$ cat config.mk
export PLATFORM = sky130hd
export DESIGN_NAME = pong_ai_predictor
export DESIGN_NICKNAME = d
export VERILOG_FILES = /design/src/rtl/pong_pkg.sv /design/src/rtl/pong_intercept_calc.sv /design/src/rtl/pong_ai_predictor.sv
export SDC_FILE = /design/constraint.sdc
export NUM_CORES = 1
export LEC_CHECK = 0
export CORE_MARGIN = 2
export CORE_UTILIZATION = 23
export DETAILED_ROUTE_END_ITERATION = 16
export MAX_ROUTING_LAYER = met4
export SLEW_MARGIN = 20
export SYNTH_ARGS = -nofsm -noshare
export SYNTH_HDL_FRONTEND = slang
export SYNTH_HIERARCHICAL = 1
export SYNTH_SLANG_ARGS = --single-unit
$ cat constraint.sdc
create_clock -name CLOCK -period 3.8 [get_ports CLOCK]
set_clock_uncertainty 0.1 [all_clocks]
set_input_delay 0.76 -clock CLOCK [delete_from_list [all_inputs] [get_ports CLOCK]]
set_output_delay 0.76 -clock CLOCK [all_outputs]
set_load 0.05 [all_outputs]
$ cat src/rtl/pong_pkg.sv
// Shared encodings and playfield constants for the pong paddle controllers.
package pong_pkg;

  typedef enum logic [1:0] {
    MODE_SWEEP   = 2'd0,
    MODE_FOLLOW  = 2'd1,
    MODE_PREDICT = 2'd2,
    MODE_HOLD    = 2'd3
  } mode_e;

  typedef enum logic [1:0] {
    ST_WAIT_NET = 2'd0,
    ST_MEASURE  = 2'd1,
    ST_PREDICT  = 2'd2,
    ST_HOLD     = 2'd3
  } pred_state_e;

  localparam int SCREEN_H = 474;
  localparam int NET_X    = 390;
  localparam int PADDLE_X = 770;
  localparam int PADDLE_H = 80;

endpackage

$ cat src/rtl/pong_intercept_calc.sv
// Combinational intercept: ball row one column past the net plus its vertical
// direction -> paddle top that centres the paddle on the impact row.
module pong_intercept_calc #(
  parameter int COORD_W  = 11,
  parameter int POS_W    = 9,
  parameter int NET_X    = pong_pkg::NET_X,
  parameter int PADDLE_X = pong_pkg::PADDLE_X,
  parameter int SCREEN_H = pong_pkg::SCREEN_H,
  parameter int PADDLE_H = pong_pkg::PADDLE_H,
  parameter int MAX_POS  = 395
) (
  input  logic [COORD_W-1:0] v1_i,
  input  logic               dir_down_i,
  output logic [POS_W-1:0]   target_o
);

  localparam int CW = COORD_W + 2;
  localparam logic signed [CW-1:0] DX      = CW'(PADDLE_X - (NET_X + 1));
  localparam logic signed [CW-1:0] BOT     = CW'(SCREEN_H - 1);
  localparam logic signed [CW-1:0] TWO_BOT = CW'(2 * (SCREEN_H - 1));
  localparam logic signed [CW-1:0] HALF_H  = CW'(PADDLE_H / 2);
  localparam logic signed [CW-1:0] MAXP_S  = CW'(MAX_POS);

  logic signed [CW-1:0] v1_s;
  logic signed [CW-1:0] y;
  logic signed [CW-1:0] top;

  // The horizontal run to the paddle is shorter than the screen height, so a
  // single reflection off either wall is all that can occur.
  always_comb begin
    v1_s     = $signed({2'b00, v1_i});
    y        = '0;
    top      = '0;
    target_o = '0;
    if (dir_down_i) begin
      y = v1_s + DX;
      if (y > BOT) y = TWO_BOT - y;
    end else begin
      y = (DX > v1_s) ? (DX - v1_s) : (v1_s - DX);
    end
    top = y - HALF_H;
    if (top[CW-1])        target_o = '0;
    else if (top > MAXP_S) target_o = POS_W'(MAX_POS);
    else                   target_o = top[POS_W-1:0];
  end

endmodule

$ cat src/rtl/pong_ai_predictor.sv
// Computer-player paddle: predicts the ball intercept after it crosses the net
// and slews the paddle toward it one pixel per step period.
module pong_ai_predictor #(
  parameter int COORD_W   = 11,
  parameter int POS_W     = 9,
  parameter int OUT_W     = 8,
  parameter int POS_SHIFT = 1,
  parameter int NET_X     = pong_pkg::NET_X,
  parameter int PADDLE_X  = pong_pkg::PADDLE_X,
  parameter int SCREEN_H  = pong_pkg::SCREEN_H,
  parameter int PADDLE_H  = pong_pkg::PADDLE_H,
  parameter int MAX_POS   = 395,
  parameter int RESET_POS = 240,
  parameter int STEP_DIV  = 12421770
) (
  input  logic               CLOCK,
  input  logic               RESET,
  input  logic [1:0]         MODE,
  input  logic [COORD_W-1:0] BALL_H,
  input  logic [COORD_W-1:0] BALL_V,
  output logic [OUT_W-1:0]   POSITION,
  output logic [POS_W-1:0]   TARGET,
  output logic               PREDICT_VALID,
  output logic [1:0]         DBG_STATE
);

  import pong_pkg::*;

  localparam int TW = (STEP_DIV > 1) ? $clog2(STEP_DIV) : 1;
  localparam int CW = COORD_W + 2;
  localparam logic [TW-1:0]         TIMER_LAST = TW'(STEP_DIV - 1);
  localparam logic [POS_W-1:0]      MAXP       = POS_W'(MAX_POS);
  localparam logic [POS_W-1:0]      MID_POS    = POS_W'(MAX_POS / 2);
  localparam logic [POS_W-1:0]      RST_POS    = POS_W'(RESET_POS);
  localparam logic [COORD_W-1:0]    NET_H      = COORD_W'(NET_X);
  localparam logic [COORD_W-1:0]    NET_H1     = COORD_W'(NET_X + 1);
  localparam logic signed [CW-1:0]  HALF_H     = CW'(PADDLE_H / 2);
  localparam logic signed [CW-1:0]  MAXP_S     = CW'(MAX_POS);

  pred_state_e        state_q, state_d;
  logic [COORD_W-1:0] v0_q, v0_d, v1_q, v1_d;
  logic               dir_down_q, dir_down_d;
  logic [POS_W-1:0]   target_q, target_d;
  logic               valid_q, valid_d;
  logic [TW-1:0]      timer_q, timer_d;
  logic [POS_W-1:0]   paddle_q, paddle_d;
  logic               sweep_up_q, sweep_up_d;

  logic               at_net;
  logic               step;
  logic [POS_W-1:0]   calc_target;
  logic signed [CW-1:0] follow_s;
  logic [POS_W-1:0]   follow_tgt;
  logic [POS_W-1:0]   chase_tgt;

  assign at_net = (BALL_H == NET_H);
  assign step   = (timer_q == '0);

  pong_intercept_calc #(
    .COORD_W (COORD_W),
    .POS_W   (POS_W),
    .NET_X   (NET_X),
    .PADDLE_X(PADDLE_X),
    .SCREEN_H(SCREEN_H),
    .PADDLE_H(PADDLE_H),
    .MAX_POS (MAX_POS)
  ) u_calc (
    .v1_i      (v1_q),
    .dir_down_i(dir_down_q),
    .target_o  (calc_target)
  );

  // PREDICT_VALID is a level, not a handshake: it rises together with TARGET
  // taking a fresh prediction and falls when the ball next reaches the net.
  always_comb begin
    state_d    = state_q;
    v0_d       = v0_q;
    v1_d       = v1_q;
    dir_down_d = dir_down_q;
    target_d   = target_q;
    valid_d    = valid_q;
    case (state_q)
      ST_WAIT_NET: begin
        if (at_net) begin
          v0_d    = BALL_V;
          state_d = ST_MEASURE;
        end
      end
      ST_MEASURE: begin
        if (!at_net) begin
          if (BALL_H == NET_H1) begin
            v1_d       = BALL_V;
            dir_down_d = (BALL_V > v0_q);
            state_d    = ST_PREDICT;
          end else begin
            target_d = MID_POS;
            valid_d  = 1'b0;
            state_d  = ST_WAIT_NET;
          end
        end
      end
      ST_PREDICT: begin
        if (at_net) begin
          v0_d    = BALL_V;
          valid_d = 1'b0;
          state_d = ST_MEASURE;
        end else begin
          target_d = calc_target;
          valid_d  = 1'b1;
          state_d  = ST_HOLD;
        end
      end
      ST_HOLD: begin
        if (at_net) begin
          v0_d    = BALL_V;
          valid_d = 1'b0;
          state_d = ST_MEASURE;
        end
      end
      default: state_d = ST_WAIT_NET;
    endcase
  end

  always_comb begin
    follow_s   = $signed({2'b00, BALL_V}) - HALF_H;
    follow_tgt = '0;
    if (follow_s[CW-1])        follow_tgt = '0;
    else if (follow_s > MAXP_S) follow_tgt = MAXP;
    else                        follow_tgt = follow_s[POS_W-1:0];
    chase_tgt = (mode_e'(MODE) == MODE_FOLLOW) ? follow_tgt : target_q;
  end

  // Chasing compares against the registered TARGET, so a same-cycle update
  // only influences the following step.
  always_comb begin
    timer_d    = (timer_q == TIMER_LAST) ? '0 : timer_q + 1'b1;
    paddle_d   = paddle_q;
    sweep_up_d = sweep_up_q;
    if (step) begin
      case (mode_e'(MODE))
        MODE_SWEEP: begin
          if (sweep_up_q) begin
            if (paddle_q >= MAXP) begin
              sweep_up_d = 1'b0;
              paddle_d   = paddle_q - 1'b1;
            end else begin
              paddle_d = paddle_q + 1'b1;
            end
          end else begin
            if (paddle_q == '0) begin
              sweep_up_d = 1'b1;
              paddle_d   = paddle_q + 1'b1;
            end else begin
              paddle_d = paddle_q - 1'b1;
            end
          end
        end
        MODE_FOLLOW, MODE_PREDICT: begin
          if (paddle_q < chase_tgt)      paddle_d = paddle_q + 1'b1;
          else if (paddle_q > chase_tgt) paddle_d = paddle_q - 1'b1;
        end
        default: paddle_d = paddle_q;
      endcase
    end
  end

  always_ff @(posedge CLOCK or posedge RESET) begin
    if (RESET) begin
      state_q    <= ST_WAIT_NET;
      v0_q       <= '0;
      v1_q       <= '0;
      dir_down_q <= 1'b0;
      target_q   <= MID_POS;
      valid_q    <= 1'b0;
      timer_q    <= '0;
      paddle_q   <= RST_POS;
      sweep_up_q <= 1'b1;
    end else begin
      state_q    <= state_d;
      v0_q       <= v0_d;
      v1_q       <= v1_d;
      dir_down_q <= dir_down_d;
      target_q   <= target_d;
      valid_q    <= valid_d;
      timer_q    <= timer_d;
      paddle_q   <= paddle_d;
      sweep_up_q <= sweep_up_d;
    end
  end

  assign POSITION      = OUT_W'(paddle_q >> POS_SHIFT);
  assign TARGET        = target_q;
  assign PREDICT_VALID = valid_q;
  assign DBG_STATE     = state_q;

endmodule

Word level (Yosys, flattened, before mapping)

Cells that the tools add are included.
Widths: inputs -> output; s select.

Register bits: 69
Logic and storage cells: 90

Add/sub/neg operators: 9
$lt $le $gt $ge: 8
Eq/ne operators: 14
Multiplexer cells: 32
Bitwise operators: 1
Reductions and logical operators: 17

Operators by type and width:

| cell                   | count |
|---|---|
| $mux 9                 | 13 |
| $mux 13                | 3 |
| $pmux 9 s2             | 2 |
| $gt 13x10->1 const B   | 2 |
| $add 24x1->24 const B  | 1 |
| $eq 24x24->1 const B   | 1 |
| $logic_not 24->1       | 1 |
| $mux 24                | 1 |
| $eq 11x9->1 const B    | 2 |
| $sub 11x13->13 const A | 1 |
| $sub 13x7->13 const B  | 1 |
| $add 11x9->12 const B  | 1 |
| $gt 12x10->1 const B   | 1 |
| $sub 11x6->12 const B  | 1 |
| $sub 11x9->12 const B  | 1 |
| $sub 9x11->12 const A  | 1 |
| $gt 11x11->1           | 1 |
| $gt 9x11->1 const A    | 1 |
| $add 9x1->9 const B    | 1 |
| $ge 9x9->1 const B     | 1 |
| $gt 9x9->1             | 1 |
| $logic_not 9->1        | 1 |
| $lt 9x9->1             | 1 |
| $sub 9x1->9 const B    | 1 |
| 18 further kinds       | 40 |

Depth between registers and ports, before layout

Depth after elaboration: 10
Gate-level depth with buffers: 20

Hierarchy

The synthesis kept the hierarchy.

Modules (own cells, without submodules):

| module              | times used | cells an instance | area each (µm²) |
|---|---|---|---|
| pong_ai_predictor   | 1          | 515               | 4,727.0 |
| pong_intercept_calc | 1          | 285               | 2,047.0 |

Worst setup path before layout

Ideal clock, no wire load.

Kind: register -> register
Start point: register v1_q[3]
End point: register target_q[6] (netlist: TARGET[6])
Setup time: 0.077 ns
Data arrival time: 3.996 ns
Required time: 3.623 ns
Path slack: -0.373 ns
Cell stages (with the launch flop): 18
Buffers on the path: 2
Cells stage by stage: dfrtp_1 -> buf_4 -> inv_1 -> ha_1 -> and2b_1 -> o21ai_1 -> a221oi_2 -> a211oi_2 -> o211a_1 -> o31a_1 -> or2_1 -> buf_2 -> or4_4 -> xnor2_2 -> nor2_1 -> and3_1 -> inv_1 -> a31oi_1

Word-level cells in the longest chain between the ends: 10
Elaborated cells between the ends (all ways): 15
Classes of those cells: 5 x add/sub; 3 x order compare; 7 x mux

Ends and longest elaborated chain:

| item                                                  | line                      | RTL |
|---|---|---|
| start: declaration                                    | pong_ai_predictor.sv:41   | `logic [COORD_W-1:0] v0_q, v0_d, v1_q, v1_d;` |
| start signal: assignment                              | pong_ai_predictor.sv:181  | `v1_q <= v1_d;` |
| $add 11x9->12                                         | pong_intercept_calc.sv:36 | `y = v1_s + DX;` |
| $sub 11x13->13 / $gt 13x10->1 (equally long branches) | pong_intercept_calc.sv:37 | `if (y > BOT) y = TWO_BOT - y;` |
| $mux 13                                               | pong_intercept_calc.sv:37 |  |
| $mux 13 (*)                                           | pong_intercept_calc.sv:35 | `if (dir_down_i) begin` |
| $sub 13x7->13 (*)                                     | pong_intercept_calc.sv:41 | `top = y - HALF_H;` |
| $gt 13x10->1                                          | pong_intercept_calc.sv:43 | `else if (top > MAXP_S) target_o = POS_W'(MAX_POS);` |
| $mux 9                                                | pong_intercept_calc.sv:43 |  |
| $mux 9 (*)                                            | pong_intercept_calc.sv:42 | `if (top[CW-1]) target_o = '0;` |
| named net calc_target[6]                              | pong_ai_predictor.sv:51   | `logic [POS_W-1:0] calc_target;` |
| $mux 9 (*)                                            | pong_ai_predictor.sv:103  | `if (at_net) begin` |
| $pmux 9 s2 (*)                                        | pong_ai_predictor.sv:82   | `case (state_q)` |
| end signal: assignment                                | pong_ai_predictor.sv:183  | `target_q <= target_d;` |
| end: declaration                                      | pong_ai_predictor.sv:43   | `logic [POS_W-1:0] target_q, target_d;` |

The timed path passes the listed nets; every way through them passes the cells marked *. The select of a mux whose other input is x is not followed.
A chain may end at the register's enable or synchronous reset.

Worst setup path in the final report

Start point: register v1_q[1]
End point: register target_q[6] (netlist: TARGET[6])

Same word-level chain as after synthesis.

==> metrics.txt <==
kind of end point of the critical path=register; first-pass GRT wire length=34290 µm; YS warnings=6; clk buf depth=2; fin. max-slew vios=0; leakage power=3.975 nW; Sequential Power Share=31.2%; clock latency on the worst-skew pair=0.34 ns; Slew HR=53.44%; mux cell area share after synthesis=2.992%; core area=28860 µm²; Slew @ Worst Pin=0.6911 ns; status=complete, but fails checks; Net Count, Synth=874; post-route setup slack=-0.2036 ns; buffers added on ports=45; Mapped Area=6774 µm²; Final nets=1029; Logic pwr share=33.9%; XOR/XNOR Fraction of Synth Area=6.520%; Main synth FF type=dfrtp_1; grt peak-use layer=met2; P_int=1.821 mW; Net Switching=0.9290 mW; diode count=0; post-synthesis sequential area ratio=25.66%; number of max-cap violations=0; violated checks=negative setup slack; count leader, synth=nand2_1; initial antenna violation count=0; DRC viols=0; register area=1742 µm²; Final ANT Viol Nets=0; total number of vias=6647; multi-input logic area=5117 µm²; critical path class=reg2reg; total die area=30840 µm²; Fill cells=2996; # rows=62; CP max FO=6; number of flops mapped to enable cells by yosys=0; Hold Crit Class=reg2reg; Critical Path Source Type=register; cell taking the most area after synthesis=dfrtp_1; GR Util All Layers=14.14%; final instance area=9512 µm²; Async S/R FF share, synth=100.0%; Post-Synth Simple-Gate Area=25.36%; GPL Wtd Cong=0.8911; Post-DP Area=8615 µm²; CP required=3.97 ns; met1 global-route usage=17.10%; Synth Area in Compound Gates=23.73%; met2 usage=24.41%; Total Routed Length=21000 µm; IO Pins=46; clk sink count=69; Setup violations, final=9; Final Hold Fails=0; clock root cell=clkbuf_16; DRT Pass-1 Iters=5; peak supply drop=0.2179 mV; met3 Resource Use GR=1.753%; Hold Worst Slack=0.4136 ns; pre-CTS setup slack=-0.8046 ns; Avg Synthesized Cell Area=8.467 µm²; CTS tree=yes; pwr dens=289.2 nW/µm²; share of layout cells above drive strength 1=33.02%; HPWL Detailed=16130 µm; min Tclk post-route=4.004 ns; TritonCTS Buffers=9; die width=175.6 µm; Peak Freq=249.8 MHz; Synth Register Bits=69; unrepaired setup endpoints after global routing=true; Yosys top cell area share=22.16%; Fin Setup TNS=-1.263 ns; GRT Residual Overflow=0; post-detailed-route wirelength per cell=15.63 µm; CTS H-tree lvls=3; largest cells by area after synthesis=dfrtp_1 (22%), ha_1 (8.9%), nand2_1 (4.0%); Vias per Instance=4.946; clock-pin slew on the worst setup and hold paths=0.06 ns; die height=175.6 µm; Synth top cells by count=nand2_1 (72), dfrtp_1 (60), nor2_1 (52); worst path arrival time=4.17 ns; final worst-path cycle share=105.4%; largest family of logic cells by synthesized area=simple AND/OR/NAND/NOR gates; Area Growth Syn to Fin=40.41%; DRT iter0 DRCs=459; pin count of the biggest net entering global routing=45; part of the power in the clock network=34.9%; post-synth cell types=104; synthesized netlist cell count=800; vias in the first global route=6657; sw frac=33.78%; Post-Synth Adder-Cell Area=8.866%; Initial Util=23.47%
power by group through the flow:
| stage | sequential (mW) | clock [mW] | combinational (mW) |
|---|---|---|---|
| finish | 0.858 | 0.961 | 0.932 |
| global route | 0.865 | 1.02 | 1.02 |
| floorplan | 0.962 | 0 | 0.442 |
| global placement | 0.871 | 0 | 0.816 |
| CTS | 0.857 | 0.988 | 0.862 |
| detailed placement | 0.870 | 0 | 0.825 |
layout by cell type, fill, tap and decap left out, types with 18 or more instances in the layout:
cell             instances
clkdlybuf4s50_1         37
a31oi_1                 18
xnor2_1                 28
dfrtp_1                 57
nor2_1                  48
ha_1                    38
a21oi_1                 26
and3_1                  18
nand2_1                 69
o21ai_0                 42
buf_4                  134
nand3_1                 34
inv_1                   39
worst paths after layout:
path	from	endpoint	slack (ns)	cells after the start
setup / recovery	v1_q[1]	TARGET[6]	-0.20	15
min in group asynchronous	RESET	v0_q[8]	0.72	2
hold / removal	v0_q[0]	v0_q[0]	0.41	1
hold reg to reg	v0_q[0]	v0_q[0]	0.41	1
setup reg to reg	v1_q[1]	TARGET[6]	-0.20	15
max in group asynchronous	RESET	paddle_q[4]	2.17	3
registers in the layout, indices dropped and copies added, names as in the netlist:
name	cells
DBG_STATE	2
PREDICT_VALID	1
TARGET	9
dir_down_q	1
paddle_q	9
sweep_up_q	1
timer_q	24
v0_q	11
v1_q	11
critical path: stages (launching register included):
cell and delay [ns]:
dfrtp_1 0.37, buf_4 0.15, buf_4 0.14, or4b_1 0.55, o211ai_4 0.25, a221oi_4 0.13, and3_1 0.20, a311oi_4 0.38
nand2_1 0.14, a21boi_4 0.17, or4b_4 0.54, o211ai_2 0.20, a32o_2 0.26, and3_1 0.16, inv_1 0.04, a31oi_1 0.16
layout make-up:
cell class	instances	area share (%)
tap	384	5.051
timing repair buffer	192	17.17
multi-input combinational	635	53.80
clock inverter	6	1.184
sequential	69	18.31
clock buffer	10	2.407
inverter	48	2.078
routing by layer:
layer | routed length [µm] | vias to the layer above
met5 | 0 | -
met3 | 761 | 38
li1 | - | 3271
met2 | 10450 | 143
met1 | 9332 | 3195
met4 | 458 | 0
logic make-up after synthesis:
family / count (synthesis)
AO/OA/AOI/OAI: 215
XOR/XNOR: 47
adder cells (fa/ha/maj): 48
buffers and inverters: 96
flip-flops: 69
multiplexers: 19
AND/OR/NAND/NOR: 306
through the flow:
| stage | cells | util (%) | power (mW) |
|---|---|---|---|
| after floorplan | 800 | - | 1.404 |
| after global placement | 1307 | 29.85 | 1.688 |
| after detailed placement | 1307 | 29.85 | 1.695 |
| after CTS | 1332 | 31.85 | 2.707 |
| after global routing | 1344 | 32.96 | 2.904 |
| final | 1344 | 32.96 | 2.750 |
timing repair:
| item | CTS | global route |
|---|---|---|
| setup buffers | 9 | 13 |
| hold buffers | 0 | 0 |
| cloned | 0 | 0 |
| endpoints found under the setup margin | 18 | 18 |
| pin swaps | 28 | 35 |
| endpoints found under the hold margin | 0 | 0 |
| gates resized for setup | 49 | 59 |
Note: power is estimated with default switching activity, not from simulation.
